--- src/rtl/key_expansion_sequencer_pkg.sv ---
// Shared constants for the AES-128 key expansion sequencer.
// FSM encoding, schedule dimensions and the xtime helper.
package key_expansion_sequencer_pkg;

    localparam logic [2:0] S_IDLE    = 3'd0;
    localparam logic [2:0] S_ISSUE   = 3'd1;
    localparam logic [2:0] S_WAIT    = 3'd2;
    localparam logic [2:0] S_CAPTURE = 3'd3;
    localparam logic [2:0] S_DONE    = 3'd4;

    localparam int NUM_ROUNDS = 10;
    localparam int KEY_BYTES  = 16;
    localparam int RK_DEPTH   = 176;

    localparam logic [7:0] XTIME_POLY = 8'h1B;

    typedef logic [7:0] kbyte_t;

    function automatic kbyte_t xtime(input kbyte_t b);
        return {b[6:0], 1'b0} ^ (b[7] ? XTIME_POLY : 8'h00);
    endfunction

endpackage

--- src/rtl/key_round_store.sv ---
// 176x8 round-key store: one 16-byte row write per cycle and a
// registered single-byte read that sees the pre-write contents.
module key_round_store
    import key_expansion_sequencer_pkg::*;
(
    input  logic       clk,
    input  logic       rst,
    input  logic       we,
    input  logic [3:0] wr_row,
    input  kbyte_t     wr_data [KEY_BYTES],
    input  logic [7:0] rd_addr,
    output logic [7:0] rd_data
);

    kbyte_t     mem [RK_DEPTH];
    logic [7:0] wr_base;

    assign wr_base = {wr_row, 4'b0000};

    always_ff @(posedge clk) begin
        if (we && (wr_row <= 4'(NUM_ROUNDS))) begin
            for (int i = 0; i < KEY_BYTES; i++) begin
                mem[wr_base + 8'(i)] <= wr_data[i];
            end
        end
    end

    // Addresses past the last round key read as zero.
    always_ff @(posedge clk or posedge rst) begin
        if (rst) begin
            rd_data <= 8'h00;
        end else if (rd_addr < 8'(RK_DEPTH)) begin
            rd_data <= mem[rd_addr];
        end else begin
            rd_data <= 8'h00;
        end
    end

endmodule

--- src/rtl/key_expansion_sequencer.sv ---
// Sequences an external key-schedule stage through the ten AES-128
// rounds and records every round key in the round store.
module key_expansion_sequencer
    import key_expansion_sequencer_pkg::*;
#(
    parameter int DATA_W = 32,
    parameter int LAT_W  = 6
) (
    input  logic              clk,
    input  logic              rst,
    input  logic              start,
    input  logic [DATA_W-1:0] key0,
    input  logic [DATA_W-1:0] key1,
    input  logic [DATA_W-1:0] key2,
    input  logic [DATA_W-1:0] key3,
    input  logic [DATA_W-1:0] key4,
    input  logic [DATA_W-1:0] key5,
    input  logic [DATA_W-1:0] key6,
    input  logic [DATA_W-1:0] key7,
    input  logic [DATA_W-1:0] key8,
    input  logic [DATA_W-1:0] key9,
    input  logic [DATA_W-1:0] key10,
    input  logic [DATA_W-1:0] key11,
    input  logic [DATA_W-1:0] key12,
    input  logic [DATA_W-1:0] key13,
    input  logic [DATA_W-1:0] key14,
    input  logic [DATA_W-1:0] key15,
    input  logic [LAT_W-1:0]  sched_latency,
    output logic [DATA_W-1:0] x0,
    output logic [DATA_W-1:0] x1,
    output logic [DATA_W-1:0] x2,
    output logic [DATA_W-1:0] x3,
    output logic [DATA_W-1:0] x4,
    output logic [DATA_W-1:0] x5,
    output logic [DATA_W-1:0] x6,
    output logic [DATA_W-1:0] x7,
    output logic [DATA_W-1:0] x8,
    output logic [DATA_W-1:0] x9,
    output logic [DATA_W-1:0] x10,
    output logic [DATA_W-1:0] x11,
    output logic [DATA_W-1:0] x12,
    output logic [DATA_W-1:0] x13,
    output logic [DATA_W-1:0] x14,
    output logic [DATA_W-1:0] x15,
    output logic [DATA_W-1:0] rcon,
    output logic              run,
    input  logic [DATA_W-1:0] y0,
    input  logic [DATA_W-1:0] y1,
    input  logic [DATA_W-1:0] y2,
    input  logic [DATA_W-1:0] y3,
    input  logic [DATA_W-1:0] y4,
    input  logic [DATA_W-1:0] y5,
    input  logic [DATA_W-1:0] y6,
    input  logic [DATA_W-1:0] y7,
    input  logic [DATA_W-1:0] y8,
    input  logic [DATA_W-1:0] y9,
    input  logic [DATA_W-1:0] y10,
    input  logic [DATA_W-1:0] y11,
    input  logic [DATA_W-1:0] y12,
    input  logic [DATA_W-1:0] y13,
    input  logic [DATA_W-1:0] y14,
    input  logic [DATA_W-1:0] y15,
    input  logic [7:0]        rk_addr,
    output logic [7:0]        rk_rdata,
    output logic              busy,
    output logic              done
);

    logic [2:0]       fsm;
    logic [3:0]       round;
    kbyte_t           rcon_q;
    logic [LAT_W-1:0] cnt;
    kbyte_t           st    [KEY_BYTES];
    kbyte_t           key_b [KEY_BYTES];
    kbyte_t           y_b   [KEY_BYTES];

    logic             we;
    logic [3:0]       wr_row;
    kbyte_t           wr_data [KEY_BYTES];
    logic             unused_hi;

    assign key_b[0]  = key0[7:0];
    assign key_b[1]  = key1[7:0];
    assign key_b[2]  = key2[7:0];
    assign key_b[3]  = key3[7:0];
    assign key_b[4]  = key4[7:0];
    assign key_b[5]  = key5[7:0];
    assign key_b[6]  = key6[7:0];
    assign key_b[7]  = key7[7:0];
    assign key_b[8]  = key8[7:0];
    assign key_b[9]  = key9[7:0];
    assign key_b[10] = key10[7:0];
    assign key_b[11] = key11[7:0];
    assign key_b[12] = key12[7:0];
    assign key_b[13] = key13[7:0];
    assign key_b[14] = key14[7:0];
    assign key_b[15] = key15[7:0];

    assign y_b[0]  = y0[7:0];
    assign y_b[1]  = y1[7:0];
    assign y_b[2]  = y2[7:0];
    assign y_b[3]  = y3[7:0];
    assign y_b[4]  = y4[7:0];
    assign y_b[5]  = y5[7:0];
    assign y_b[6]  = y6[7:0];
    assign y_b[7]  = y7[7:0];
    assign y_b[8]  = y8[7:0];
    assign y_b[9]  = y9[7:0];
    assign y_b[10] = y10[7:0];
    assign y_b[11] = y11[7:0];
    assign y_b[12] = y12[7:0];
    assign y_b[13] = y13[7:0];
    assign y_b[14] = y14[7:0];
    assign y_b[15] = y15[7:0];

    // Only the low byte of each word carries key material.
    assign unused_hi = ^{key0[DATA_W-1:8],  key1[DATA_W-1:8],
                         key2[DATA_W-1:8],  key3[DATA_W-1:8],
                         key4[DATA_W-1:8],  key5[DATA_W-1:8],
                         key6[DATA_W-1:8],  key7[DATA_W-1:8],
                         key8[DATA_W-1:8],  key9[DATA_W-1:8],
                         key10[DATA_W-1:8], key11[DATA_W-1:8],
                         key12[DATA_W-1:8], key13[DATA_W-1:8],
                         key14[DATA_W-1:8], key15[DATA_W-1:8],
                         y0[DATA_W-1:8],    y1[DATA_W-1:8],
                         y2[DATA_W-1:8],    y3[DATA_W-1:8],
                         y4[DATA_W-1:8],    y5[DATA_W-1:8],
                         y6[DATA_W-1:8],    y7[DATA_W-1:8],
                         y8[DATA_W-1:8],    y9[DATA_W-1:8],
                         y10[DATA_W-1:8],   y11[DATA_W-1:8],
                         y12[DATA_W-1:8],   y13[DATA_W-1:8],
                         y14[DATA_W-1:8],   y15[DATA_W-1:8]};

    always_ff @(posedge clk or posedge rst) begin
        if (rst) begin
            fsm    <= S_IDLE;
            round  <= 4'd0;
            rcon_q <= 8'h00;
            cnt    <= '0;
            for (int i = 0; i < KEY_BYTES; i++) st[i] <= 8'h00;
        end else begin
            unique case (fsm)
                S_IDLE: begin
                    if (start) begin
                        st     <= key_b;
                        round  <= 4'd1;
                        rcon_q <= 8'h01;
                        fsm    <= S_ISSUE;
                    end
                end
                S_ISSUE: begin
                    // A latency of zero behaves like one.
                    cnt <= (sched_latency == '0) ? '0
                         : sched_latency - LAT_W'(1);
                    fsm <= S_WAIT;
                end
                S_WAIT: begin
                    if (cnt == '0) fsm <= S_CAPTURE;
                    else           cnt <= cnt - LAT_W'(1);
                end
                S_CAPTURE: begin
                    st <= y_b;
                    if (round == 4'(NUM_ROUNDS)) begin
                        fsm <= S_DONE;
                    end else begin
                        round  <= round + 4'd1;
                        rcon_q <= xtime(rcon_q);
                        fsm    <= S_ISSUE;
                    end
                end
                S_DONE:  fsm <= S_IDLE;
                default: fsm <= S_IDLE;
            endcase
        end
    end

    always_comb begin
        we      = 1'b0;
        wr_row  = 4'd0;
        wr_data = key_b;
        unique case (1'b1)
            (fsm == S_IDLE) && start: we = 1'b1;
            (fsm == S_CAPTURE): begin
                we      = 1'b1;
                wr_row  = round;
                wr_data = y_b;
            end
            default: ;
        endcase
    end

    key_round_store u_store (
        .clk     (clk),
        .rst     (rst),
        .we      (we),
        .wr_row  (wr_row),
        .wr_data (wr_data),
        .rd_addr (rk_addr),
        .rd_data (rk_rdata)
    );

    assign run  = (fsm == S_ISSUE);
    assign done = (fsm == S_DONE);
    assign busy = (fsm == S_ISSUE) || (fsm == S_WAIT)
               || (fsm == S_CAPTURE);

    assign rcon = DATA_W'(rcon_q);
    assign x0   = DATA_W'(st[0]);
    assign x1   = DATA_W'(st[1]);
    assign x2   = DATA_W'(st[2]);
    assign x3   = DATA_W'(st[3]);
    assign x4   = DATA_W'(st[4]);
    assign x5   = DATA_W'(st[5]);
    assign x6   = DATA_W'(st[6]);
    assign x7   = DATA_W'(st[7]);
    assign x8   = DATA_W'(st[8]);
    assign x9   = DATA_W'(st[9]);
    assign x10  = DATA_W'(st[10]);
    assign x11  = DATA_W'(st[11]);
    assign x12  = DATA_W'(st[12]);
    assign x13  = DATA_W'(st[13]);
    assign x14  = DATA_W'(st[14]);
    assign x15  = DATA_W'(st[15]);

endmodule
--- config.mk ---
export PLATFORM = sky130hd
export DESIGN_NAME = key_expansion_sequencer
export DESIGN_NICKNAME = d
export VERILOG_FILES = /design/src/rtl/key_expansion_sequencer_pkg.sv /design/src/rtl/key_round_store.sv /design/src/rtl/key_expansion_sequencer.sv
export SDC_FILE = /design/constraint.sdc
export NUM_CORES = 2
export LEC_CHECK = 0
export CAP_MARGIN = 20
export CORE_AREA = 2 2 613 615
export CTS_CLUSTER_DIAMETER = 150
export DETAILED_ROUTE_END_ITERATION = 8
export DIE_AREA = 0 0 615 617
export GPL_ROUTABILITY_DRIVEN = 0
export PLACE_DENSITY = 0.44
export SLEW_MARGIN = 20
export SYNTH_ARGS = -nofsm -noshare
export SYNTH_HDL_FRONTEND = slang
export SYNTH_SLANG_ARGS = --single-unit
export TNS_END_PERCENT = 20
--- constraint.sdc ---
create_clock -name clk -period 15.7 [get_ports clk]
set_input_delay 3.925 -clock clk [delete_from_list [all_inputs] [get_ports clk]]
set_output_delay 3.925 -clock clk [all_outputs]
set_load 0.01 [all_outputs]
[After elaboration in Yosys (flattened, before gate mapping)]
Memory sizes are Yosys's and may differ from the RTL's.
Cells that the tools add are included.
Storage, ports and cells
  register bits: 157
  bits in latches: 0
  bits in writable memories: 1408
  memory bits (read-only): 0
  bits of input ports: 1041
  output and inout port bits: 555
  word-level logic and storage cells: 88
  memories kept: 1
Operators by class
  add/subtract/negate cells: 18
  multipliers: 0
  divide/modulo/power cells: 0
  order comparisons: 2
  equal/unequal tests: 9
  shift operators: 0
  multiplexer cells: 22
  bitwise logic cells: 1
  reduce and logical (&&, ||, !) cells: 14
Memory list
  u_store.mem: words 176, bits a word 8, rd ports 1, clocked after memory_dff 0, wr ports 16, RTL line key_round_store.sv:15  | kbyte_t mem [RK_DEPTH];
Operators by type and width (count)
  128-bit two-way mux: 2
  128-bit case mux with 2 select lines: 1
  8-bit by 4-bit adder with 8-bit output, second input constant: 8
  8-bit by 3-bit adder with 8-bit output, second input constant: 4
  8-bit two-way mux: 3
  8-bit by 2-bit adder with 8-bit output, second input constant: 2
  8-bit case mux with 2 select lines: 1
  6-bit zero test: 2
  4-bit two-way mux: 3
  6-bit two-way mux: 2
  3-bit case mux with 4 select lines: 1
  6-bit case mux with 2 select lines: 1
  6-bit by 1-bit subtractor with 6-bit output, second input constant: 2
  3-bit two-way mux: 3
  8-bit by 1-bit adder with 8-bit output, second input constant: 1
  8-bit < comparator, second input constant: 1
  2-bit != test, second input constant: 4
  4-bit case mux with 2 select lines: 1
  8-bit by 5-bit bitwise XOR with 8-bit output: 1
  3-bit by 2-bit equality test with 1-bit output, second input constant: 2
  2-bit AND reduction: 3
  5-bit two-way mux: 1
  4-bit by 1-bit adder with 4-bit output, second input constant: 1
  4-bit equality test, second input constant: 1
  10 further kinds: 15

[Logic depth before layout (Yosys ltp)]
  depth after elaboration: 7
  mapped depth: 11
  gate-level depth less buffers: 8

[Cells and area by module]
A second synthesis with hierarchy kept.
Unflattened totals
  cells, all modules: 3715
  area, all modules: 64558.2 um^2
By module, submodules not included
  key_round_store: instances 1, cells an instance 2333, area an instance 53913.0 um^2, seq. area each 42480.7 um^2
  key_expansion_sequencer: instances 1, cells an instance 1382, area an instance 10645.2 um^2, seq. area each 3728.6 um^2

[Worst setup path after synthesis]
No wires, ideal clock.
  kind: register to register
  from: register fsm[0]
  to: memory u_store.mem[144][0] in the netlist's numbering (enable)
  library setup time: 0.772 ns
  data arrival time: 10.072 ns
  data required time: 14.928 ns
  path slack: 4.856 ns
  stages on the path, launching flop included: 7
  path buffers: 3
  cells stage by stage: dfrtp_1 clkbuf_1 and3b_1 clkbuf_1 clkbuf_1 nand2_1 nor3_1
RTL lines
  start, declared: RTL line key_expansion_sequencer.sv:69  | logic [2:0] fsm;
  start signal, assigned: RTL line key_expansion_sequencer.sv:136  | fsm <= S_IDLE;
  start signal, assigned: RTL line key_expansion_sequencer.sv:148  | fsm <= S_ISSUE;
  start signal, assigned: RTL line key_expansion_sequencer.sv:155  | fsm <= S_WAIT;
  end, declared: RTL line key_round_store.sv:15

[Worst setup path after layout]
  from: input port rk_addr[0]
  to: register u_store.rd_data[6]
On the way
  longest elaborated chain between the ends: 2
Ends and longest elaborated chain
  start, declared: RTL line key_expansion_sequencer.sv:63  | input logic [7:0] rk_addr,
  memory read 176 x 8 bit or 8-bit < comparator (tied branches)
  8-bit two-way mux *: RTL line key_round_store.sv:32  | end else if (rd_addr < 8'(RK_DEPTH)) begin
  end signal, assigned: RTL line key_round_store.sv:33  | rd_data <= mem[rd_addr];
  end, declared: RTL line key_round_store.sv:12  | output logic [7:0] rd_data
Mark *: on every way between the ends. The rest lies on a longest branch, timed or not.
A chain may end at the register's enable or synchronous reset.

==> results_tabular.tex <==
\begin{tabular}{lr}
\hline
Metric & Value \\
\hline
\multicolumn{2}{l}{\textbf{Die}} \\
Core outline area & 0.374 mm² \\
Total number of placement rows & 225 \\
Die span in x & 615 µm \\
Total I/O pin count & 1,596 \\
Overall die area & 0.379 mm² \\
Starting density of the core & 17.2\% \\
Height of the die & 617 µm \\
\multicolumn{2}{l}{\textbf{Yosys}} \\
Number of warnings printed during yosys synthesis & 0 \\
Number of register bits inferred by synthesis & 1,565 \\
Average instance area after synthesis & 17.6 µm² \\
Sequential share of the synthesized area & 72.1\% \\
Count of flip-flops with a built-in enable after synthesis & 1,408 \\
Primary FF master, synth & sky130\_fd\_sc\_hd\_\_edfxtp\_1 \\
Area share of the leading cell type in the synthesized netlist & 65.9\% \\
Synthesized instance count & 3,643 \\
Number of library cell types mapped by synthesis & 46 \\
Async set-or-reset flop fraction in the synthesized netlist & 10.0\% \\
Synth Cell Area & 0.0641 mm² \\
Biggest area contributors in the synthesized netlist & sky130\_fd\_sc\_hd\_\_edfxtp\_1 66\%, sky130\_fd\_sc\_hd\_\_mux4\_2 12\%, sky130\_fd\_sc\_hd\_\_dfrtp\_1 6.1\% \\
Leading area contributor after synthesis & sky130\_fd\_sc\_hd\_\_edfxtp\_1 \\
\multicolumn{2}{l}{\textbf{Timing}} \\
Final total negative setup slack & 0 ns \\
Final critical path time including I/O delays and setup & 7.43 ns \\
Share of the clock period used by the worst path & 47.3\% \\
Final hold violation count & 0 \\
Setup violations, final & 0 \\
Worst max-slew margin expressed relative to the limit & 25.1\% \\
Final count of pins violating max slew & 0 \\
Unrepaired setup endpoints after global routing & false \\
Hold Worst Slack & 0.515 ns \\
FMAX & 135 MHz \\
Clock skew & 0.0905 ns \\
Measured slew at the worst slew-check pin & 1.12 ns \\
\multicolumn{2}{l}{\textbf{Clock network}} \\
Clock-pin slew of the registers on the worst-case setup and hold paths & 0.06 ns \\
Longest Clk Path Bufs & 4 \\
Clock tree from TritonCTS & yes \\
Skew-Pair Late Insertion Delay & 0.87 ns \\
Cts hold-fix bufs & 0 \\
Post-cts resize count & 0 \\
Number of buffers inserted during clock tree synthesis & 175 \\
Clock root buffer & sky130\_fd\_sc\_hd\_\_clkbuf\_16 \\
Clock sink count & 1,565 \\
Level count of the clock H-tree & 4 \\
Total setup buffers inserted after CTS & 0 \\
\multicolumn{2}{l}{\textbf{Route}} \\
Number of nets with antenna violations after routing & 0 \\
Routed length per placed instance & 25.0 µm \\
Detailed router's first-iteration violation count & 2,710 \\
Avg Vias per Cell & 3.71 \\
Total number of vias & 34,300 \\
Post-route DRC & 0 \\
Total Wirelength & 231,000 µm \\
First-pass iteration count of the detailed router & 5 \\
\multicolumn{2}{l}{\textbf{Power and ir drop}} \\
Power density of the placed cells & 156 mW/mm² \\
Leakage Power & 25.7 nW \\
Maximum VDD drop & 0.0843 mV \\
\multicolumn{2}{l}{\textbf{Global route}} \\
Vias in the first global route & 34,200 \\
Global-route wire length before repair & 306,000 µm \\
Pin count of the biggest net entering global routing & 129 \\
Final global-route overflow total & 0 \\
Initial antenna violation count & 40 \\
Total GRT Usage & 11.7\% \\
\multicolumn{2}{l}{\textbf{Layout}} \\
Max FFs per register & 1,408 \\
Fraction of final layout cells sized beyond drive strength 1 & 16.8\% \\
Utilization after layout & 21.1\% \\
Relative area change from synthesis to final layout & 22.8\% \\
Largest reg by FF count & u\_store.mem \\
Number of nets in the final layout & 5,170 \\
\multicolumn{2}{l}{\textbf{Worst setup path}} \\
Endpoint arrival time on the critical path & 7.98 ns \\
Largest fanout on the critical path & 54 \\
Worst setup EP type & flip-flop \\
WP data required & 16.25 ns \\
Startpoint types & input port \\
Crit Path Class & in2reg \\
\multicolumn{2}{l}{\textbf{Place}} \\
HPWL after detailed placement & 160,000 µm \\
Number of buffer cells added on primary ports & 419 \\
\multicolumn{2}{l}{\textbf{Min path}} \\
Type of the worst min-delay path & reg2reg \\
\multicolumn{2}{l}{\textbf{Run}} \\
\# Max-Cap Violations & 0 \\
\multicolumn{2}{l}{\textbf{Outcome}} \\
Status & completed \\
\hline
\end{tabular}
power by group:
part	leakage [nW]	switching [mW]	internal [mW]
registers	14.5	0.175	5.31
logic	8.43	1.82	0.761
clock network	2.79	1.69	2.50
cell usage after synthesis, types with 8 or more instances:
cell type,n
sky130_fd_sc_hd__nor3_1,18
sky130_fd_sc_hd__a31oi_1,139
sky130_fd_sc_hd__o211ai_1,8
sky130_fd_sc_hd__buf_1,23
sky130_fd_sc_hd__mux4_2,352
sky130_fd_sc_hd__dfrtp_1,157
sky130_fd_sc_hd__o22ai_1,9
sky130_fd_sc_hd__o221ai_1,8
sky130_fd_sc_hd__edfxtp_1,1408
sky130_fd_sc_hd__a21oi_1,54
sky130_fd_sc_hd__nor4_1,8
sky130_fd_sc_hd__o21ai_0,16
sky130_fd_sc_hd__buf_2,40
sky130_fd_sc_hd__nor2_1,168
sky130_fd_sc_hd__nand3_1,12
sky130_fd_sc_hd__nand2_1,426
sky130_fd_sc_hd__mux2_2,16
sky130_fd_sc_hd__a22oi_1,80
sky130_fd_sc_hd__mux2i_1,90
sky130_fd_sc_hd__o32ai_1,8
sky130_fd_sc_hd__buf_4,423
sky130_fd_sc_hd__clkbuf_1,111
sky130_fd_sc_hd__inv_1,9
worst max-delay path, cell delays in order:
cell and delay, ns:
sky130_fd_sc_hd__buf_8 0.45, sky130_fd_sc_hd__buf_4 0.69, sky130_fd_sc_hd__buf_4 0.67, sky130_fd_sc_hd__mux4_2 0.59, sky130_fd_sc_hd__a22oi_1 0.61, sky130_fd_sc_hd__a21oi_1 0.16
sky130_fd_sc_hd__nor4_1 0.38, sky130_fd_sc_hd__o32ai_2 0.29
through the flow:
stage               area, µm²  power [mW]  setup WS [ns]  std cells
global placement        72900        8.20           7.27       8938
global route            78700        12.7           7.89       9248
floorplan               65600        6.78           4.86       4050
finish                  78800        12.3           8.27       9252
CTS                     78700        12.5           8.14       9244
detailed placement      73000        8.23           7.27       8939
cell usage in the layout, fill, tap and decap left out, types with 16 or more instances in the layout:
cell type / n
sky130_fd_sc_hd__a21oi_1: 54
sky130_fd_sc_hd__a22oi_1: 80
sky130_fd_sc_hd__a31oi_1: 139
sky130_fd_sc_hd__buf_4: 69
sky130_fd_sc_hd__bufinv_16: 23
sky130_fd_sc_hd__clkbuf_1: 34
sky130_fd_sc_hd__clkbuf_16: 180
sky130_fd_sc_hd__clkdlybuf4s50_1: 414
sky130_fd_sc_hd__clkinv_1: 32
sky130_fd_sc_hd__conb_1: 408
sky130_fd_sc_hd__dfrtp_1: 157
sky130_fd_sc_hd__edfxtp_1: 1408
sky130_fd_sc_hd__mux2_2: 16
sky130_fd_sc_hd__mux2i_1: 90
sky130_fd_sc_hd__mux4_2: 352
sky130_fd_sc_hd__nand2_1: 426
sky130_fd_sc_hd__nor2_1: 159
sky130_fd_sc_hd__o21ai_0: 16
per-layer routing:
layer  GRT usage [%]  vias to the layer above  wire (µm)
li1                -                    14400          -
met1            14.5                    18600      94600
met2            21.0                     1127     120000
met3            2.14                      241      12300
met4            2.59                       10       4440
met5               0                        -         70
worst paths after layout:
kind | startpoint | end | slack (ns) | cells after the start
setup / recovery | rk_addr[0] | u_store.rd_data[6]$_DFF_PP0_ | 8.27 | 8
hold / removal | rcon_q[5]$_DFFE_PP0P_ | rcon_q[5]$_DFFE_PP0P_ | 0.51 | 2
setup reg to reg | fsm[2]$_DFFE_PP0P_ | u_store.mem[157][7]$_DFFE_PP_ | 11.41 | 5
hold reg to reg | rcon_q[5]$_DFFE_PP0P_ | rcon_q[5]$_DFFE_PP0P_ | 0.51 | 2
max in group asynchronous | rst | x6[3]$_DFFE_PP0P_ | 10.83 | 3
min in group asynchronous | rst | x5[4]$_DFFE_PP0P_ | 3.50 | 2
final cells by class:
cell class,count,area [µm²]
diodes,7,17.5
clock inverters,85,1030
flip-flops and latches,1565,46200
multi-input cells,1877,15600
well taps,4994,6250
inverters,9,41.3
repair buffers,495,4860
clock buffers,220,4710
fillers,39400,295000
cells by family after synthesis:
| kind of cell | synth area share, % |
|---|---|
| flops | 72.1 |
| fa+ha+maj | 0.117 |
| other cells | 0.00585 |
| xor+xnor | 0.109 |
| compound gates | 3.36 |
| mux | 14.1 |
| simple gates | 4.14 |
| buf+inv | 6.14 |
Note: power is estimated with default switching activity, not from simulation.
